--- src/rtl/alu_share_arbiter.sv ---
// Round-robin front end that lets two requesters share one external combinational ALU.
// One transaction is in flight at a time: accept in IDLE, sample the ALU in EXEC, hand back in RESP.
module alu_share_arbiter #(
   parameter int WIDTH = 8,
   parameter int OPW   = 8
) (
   input  logic             clk,
   input  logic             rst,
   input  logic             req0_valid,
   output logic             req0_ready,
   input  logic [OPW-1:0]   req0_op,
   input  logic [WIDTH-1:0] req0_a,
   input  logic [WIDTH-1:0] req0_b,
   output logic             rsp0_valid,
   input  logic             rsp0_ready,
   output logic [WIDTH-1:0] rsp0_data,
   input  logic             req1_valid,
   output logic             req1_ready,
   input  logic [OPW-1:0]   req1_op,
   input  logic [WIDTH-1:0] req1_a,
   input  logic [WIDTH-1:0] req1_b,
   output logic             rsp1_valid,
   input  logic             rsp1_ready,
   output logic [WIDTH-1:0] rsp1_data,
   output logic [OPW-1:0]   alu_instruction,
   output logic [WIDTH-1:0] alu_input_1,
   output logic [WIDTH-1:0] alu_input_2,
   input  logic [WIDTH-1:0] alu_output,
   output logic             busy,
   output logic             grant
);

   typedef enum logic [1:0] {IDLE, EXEC, RESP} state_t;

   state_t           r_state;
   state_t           w_nextState;
   logic [OPW-1:0]   r_op;
   logic [WIDTH-1:0] r_a;
   logic [WIDTH-1:0] r_b;
   logic [WIDTH-1:0] r_result;
   logic [WIDTH-1:0] r_last0;
   logic [WIDTH-1:0] r_last1;
   logic             r_grant;
   logic             w_sel;
   logic             w_anyValid;
   logic             w_accept;
   logic             w_rspHs;

   // Under contention the port that did not own the last transaction wins.
   always_comb begin
      w_anyValid = req0_valid | req1_valid;
      w_sel      = 1'b0;
      if (req0_valid && req1_valid) begin
         w_sel = ~r_grant;
      end else if (req1_valid) begin
         w_sel = 1'b1;
      end
   end

   assign req0_ready = rst && (r_state == IDLE) && w_anyValid && !w_sel;
   assign req1_ready = rst && (r_state == IDLE) && w_anyValid &&  w_sel;
   assign w_accept   = req0_ready | req1_ready;
   assign w_rspHs    = (r_state == RESP) && (r_grant ? rsp1_ready : rsp0_ready);

   always_ff @(posedge clk) begin
      if (!rst) begin
         r_state <= IDLE;
      end else begin
         r_state <= w_nextState;
      end
   end

   always_comb begin
      w_nextState = r_state;
      case (r_state)
         IDLE:    if (w_accept) w_nextState = EXEC;
         EXEC:    w_nextState = RESP;
         RESP:    if (w_rspHs) w_nextState = IDLE;
         default: w_nextState = IDLE;
      endcase
   end

   // Operand registers drive the ALU and only change on an accept, so it sees stable inputs.
   always_ff @(posedge clk) begin
      if (!rst) begin
         r_op     <= '0;
         r_a      <= '0;
         r_b      <= '0;
         r_result <= '0;
         r_last0  <= '0;
         r_last1  <= '0;
         r_grant  <= 1'b1;
      end else begin
         if (w_accept) begin
            r_op    <= w_sel ? req1_op : req0_op;
            r_a     <= w_sel ? req1_a  : req0_a;
            r_b     <= w_sel ? req1_b  : req0_b;
            r_grant <= w_sel;
         end
         if (r_state == EXEC) begin
            r_result <= alu_output;
         end
         if (w_rspHs) begin
            if (r_grant) begin
               r_last1 <= r_result;
            end else begin
               r_last0 <= r_result;
            end
         end
      end
   end

   // The non-granted port keeps showing the last result it actually received.
   assign rsp0_valid      = (r_state == RESP) && !r_grant;
   assign rsp1_valid      = (r_state == RESP) &&  r_grant;
   assign rsp0_data       = r_grant ? r_last0  : r_result;
   assign rsp1_data       = r_grant ? r_result : r_last1;
   assign alu_instruction = r_op;
   assign alu_input_1     = r_a;
   assign alu_input_2     = r_b;
   assign busy            = (r_state != IDLE);
   assign grant           = r_grant;

endmodule

--- config.mk ---
export PLATFORM = sky130hd
export DESIGN_NAME = alu_share_arbiter
export DESIGN_NICKNAME = d
export VERILOG_FILES = /design/src/rtl/alu_share_arbiter.sv
export SDC_FILE = /design/constraint.sdc
export NUM_CORES = 1
export LEC_CHECK = 0
export ABC_AREA = 0
export CORE_ASPECT_RATIO = 1.5
export CORE_MARGIN = 4
export CORE_UTILIZATION = 46
export DETAILED_ROUTE_END_ITERATION = 16
export PLACE_DENSITY = 0.94
export SLEW_MARGIN = 20
export SYNTH_ARGS = -nofsm -noshare
export SYNTH_HDL_FRONTEND = slang
export SYNTH_SLANG_ARGS = --single-unit
--- constraint.sdc ---
create_clock -name clk -period 3.5 [get_ports clk]
set_input_delay 1.05 -clock clk [delete_from_list [all_inputs] [get_ports clk]]
set_output_delay 1.05 -clock clk [all_outputs]
set_load 0.02 [all_outputs]
==> summary.md <==
| Metric | Value |
|---|---|
| Slew Viols, Final | 0 |
| Status | finished, final reports clean |
| Beginning of the critical path | rst |
| Reg-to-reg endpoint | r_last0[6] |
| VDD IR max | approximately 260 µV |
| Share of cells above drive strength 1 | ~16% |
| Hold buffers post-CTS | 0 |
| Global-route wire length before repair | about 11,000 µm |
| PD cells | between 400 and 500 nW/µm² |
| Total global routing overflow | 0 |
| CTS tree | done |
| Most common cell after layout, fill and taps aside | clkdlybuf4s50_1 |
| Max Clock Skew | roughly 5.7 ps |
| CTS sink count | roughly 50 |
| Post-synth net total | approximately 330 |
| Leakage | approximately 1.6 nW |
| Total track usage | roughly a fifth |
| Finished Cell Area | about 3700 µm² |
| Ys async rst share | 0% |
| Vias in the first global route | 2,384 |
| Least-Margin Pin Slew | approximately 730 ps |
| Synth cell types | 27 |
| CP delay by family, top | buffers and inverters |
| R2r setup slk | 1630 ps |
| Max_slew headroom | about half |
| Synth Flop Type | dfxtp_1 |
| Xor-xnor portion of the synthesized cell area | 0% |
| Crit. End Element | output port |
| HPWL Detailed | about 5200 µm |
| # diodes | 0 |
| Hold WC Path Type | reg2reg |
| Critical-path cell list | clkdlybuf4s50_1, nor3b_4, nand3_1, inv_1, clkdlybuf4s15_1 |
| Clk buf depth | 2 |
| Kind of critical path | in2out |
| Fmax | a little under 300 MHz |
| Worst-path clk slew | about 80 ps |
| Post_cts resized | 2 |
| Antenna violations before repair | 0 |
| Number of port buffers | around 110 |
| WP depth | 5 |
| Register area share after synthesis | approximately two fifths |
| CP peak stage delay | just under 500 ps |
| Num ports | between 100 and 150 |
| Die area | about 6700 µm² |
| Post-Synth Adder-Cell Area | 0% |
| Final setup viols | 0 |
| Core box area | 5200 µm² |
| Largest net degree at the start of global routing | 27 |
| FF-to-FF Start | grant |
| Max-cap check violation count | 0 |
| Pre-antenna DRT Iters | 4 |
| WP data required | 2450 ps |
| Syn. warnings | 0 |
| Final core utilization | around 72% |
| Mux contribution to synthesized area | 7.65% |
| Synth Cell Area | around 2500 µm² |
| Layout overhead on the synthesized area | 49.3% |
| Final WL | about 7000 µm |
| Number of synthesized flops with an enable pin | 0 |
| RSZ-0062 raised after global routing | false |
| Chip Width | ~68 µm |
| Nets | 428 |
| Max FO, Critical Path | 3 |
| Cells after synthesis | roughly 270 |
| Final Hold Viols | 0 |
| Worst R2R Path Depth | 4 |
| Post-CTS Setup Bufs | 0 |
| Initial Util | about 48% |
| Later-pin clock latency in the skew report | about 300 ps |
| Startpoint types | input pin |
| Row count | 32 |
| Avg Cell Area, Syn | around 9.4 µm² |
| DR iter-0 viols | about 120 |
| DR WL/cell | 15.9 µm |
| Worst path bufs/invs | 3 |
| Hold path depth | 2 |
| Setup TNS | 0 ps |
| Antenna-violating nets left | 0 |
| Compound-gate portion of the synthesized area | ~32% |
| Via-to-Cell Ratio | approximately 5.5 |
| Min Tclk post-route | about 3400 ps |
| Die height | a little under 100 µm |
| Critical Path AT | about 2300 ps |
| # DRC | 0 |
| Most frequent cells in the layout | 105 x clkdlybuf4s50_1, 65 x nand2_1, 51 x dfxtp_1, 32 x a21oi_1, 18 x a311oi_2 |
| Vias | ~2,400 |
| CP Capture Point | req1_ready |
| Largest family of logic cells by synthesized area | compound AO/OA/AOI/OAI gates |
| Simple-Gate Fraction of Synth Area | a little over an eighth |
| Dpl cell area | 3600 µm² |
| HP Start | r_result[6] |
| Slowest CP cell | clkdlybuf4s50_1 |
| Htree depth | 2 |
| RePlAce Congestion | 0.741 |
| Yosys reg bits | about 50 |
| Root Driver | clkbuf_8 |
| Final Cycle Share | 96.7% |
| CTS buffer count | 5 |
-- synthesized netlist by cell type, types with 4 or more instances --
| master | number | area share (%) |
|---|---|---|
| buf_2 | 11 | 2.2 |
| o211a_1 | 16 | 6.4 |
| a21o_1 | 16 | 4.8 |
| nor2_1 | 4 | 0.60 |
| a311oi_1 | 6 | 2.1 |
| a311oi_2 | 18 | 11 |
| clkbuf_1 | 5 | 0.75 |
| buf_6 | 4 | 1.8 |
| mux2_2 | 17 | 7.6 |
| nand2_1 | 65 | 9.7 |
| dfxtp_1 | 51 | 41 |
| a21oi_1 | 32 | 6.4 |
-- registers in the layout (all words and copies together), names as in the netlist --
| signal | cells |
|---|---|
| alu_input_1 | 8 |
| alu_input_2 | 8 |
| alu_instruction | 8 |
| r_last0 | 8 |
| r_last1 | 8 |
| r_result | 8 |
| r_state | 2 |
| grant | 1 |
-- how the worst min path moves through the flow --
stage                        endpoint  slack, ps
after global routing      r_result[5]        500
after CTS                 r_result[6]        480
after floorplan           r_result[0]        440
after detailed placement  r_result[2]        460
after global placement    r_result[0]        460
final                     r_result[6]        480
-- report_power, final --
group	total, W	switching, W	internal, W	leakage, nW
Sequential	0.000654	0.0000277	0.000626	0.418
Combinational	0.000453	0.000223	0.000229	1.16
Clock	0.000473	0.000187	0.000286	0.0654
-- routing by layer --
layer  track usage [%]  vias up  part of all wire, %  wire (µm)
li1                  -     1153                    -          -
met3              7.48        8                  8.8        609
met4              5.05        0                  1.2         80
met1              21.4     1118                   37       2550
met5                 0        -                    0          0
met2              37.4      101                   53       3660
-- logic make-up (layout without fill, tap and decap cells) --
family / count (synthesis) / in the layout
compound gates: 92 / 92
mux: 17 / 17
buf+inv: 28 / 129
simple gates: 78 / 78
flops: 51 / 51
-- stage by stage --
stage | instances | total power [W] | hold slack, ps | worst slack [ps]
2_1_floorplan | 266 | 0.000925 | 443 | 520
3_3_place_gp | 427 | 0.00111 | 456 | -231
3_5_place_dp | 427 | 0.00112 | 464 | -227
4_1_cts | 435 | 0.00159 | 477 | 43.7
5_1_grt | 435 | 0.00165 | 500 | 26.1
6_report | 435 | 0.00158 | 475 | 117
-- worst reg2reg max path, cell delays in order, from the launching register on --
cell     delay, ps
dfxtp_1        320
buf_4          190
mux2_2         480
nand2_1        430
o211a_1        350
-- cell type report --
| cell class | count | area (µm²) |
|---|---|---|
| clock buffers | 6 | 72.6 |
| fillers | 408 | 1470 |
| repair buffers | 117 | 1160 |
| flip-flops and latches | 51 | 1020 |
| multi-input cells | 187 | 1330 |
| clock inverters | 2 | 60.1 |
| well taps | 68 | 85.1 |
| inverters | 4 | 15.0 |
(Power assumes the default switching activity.)
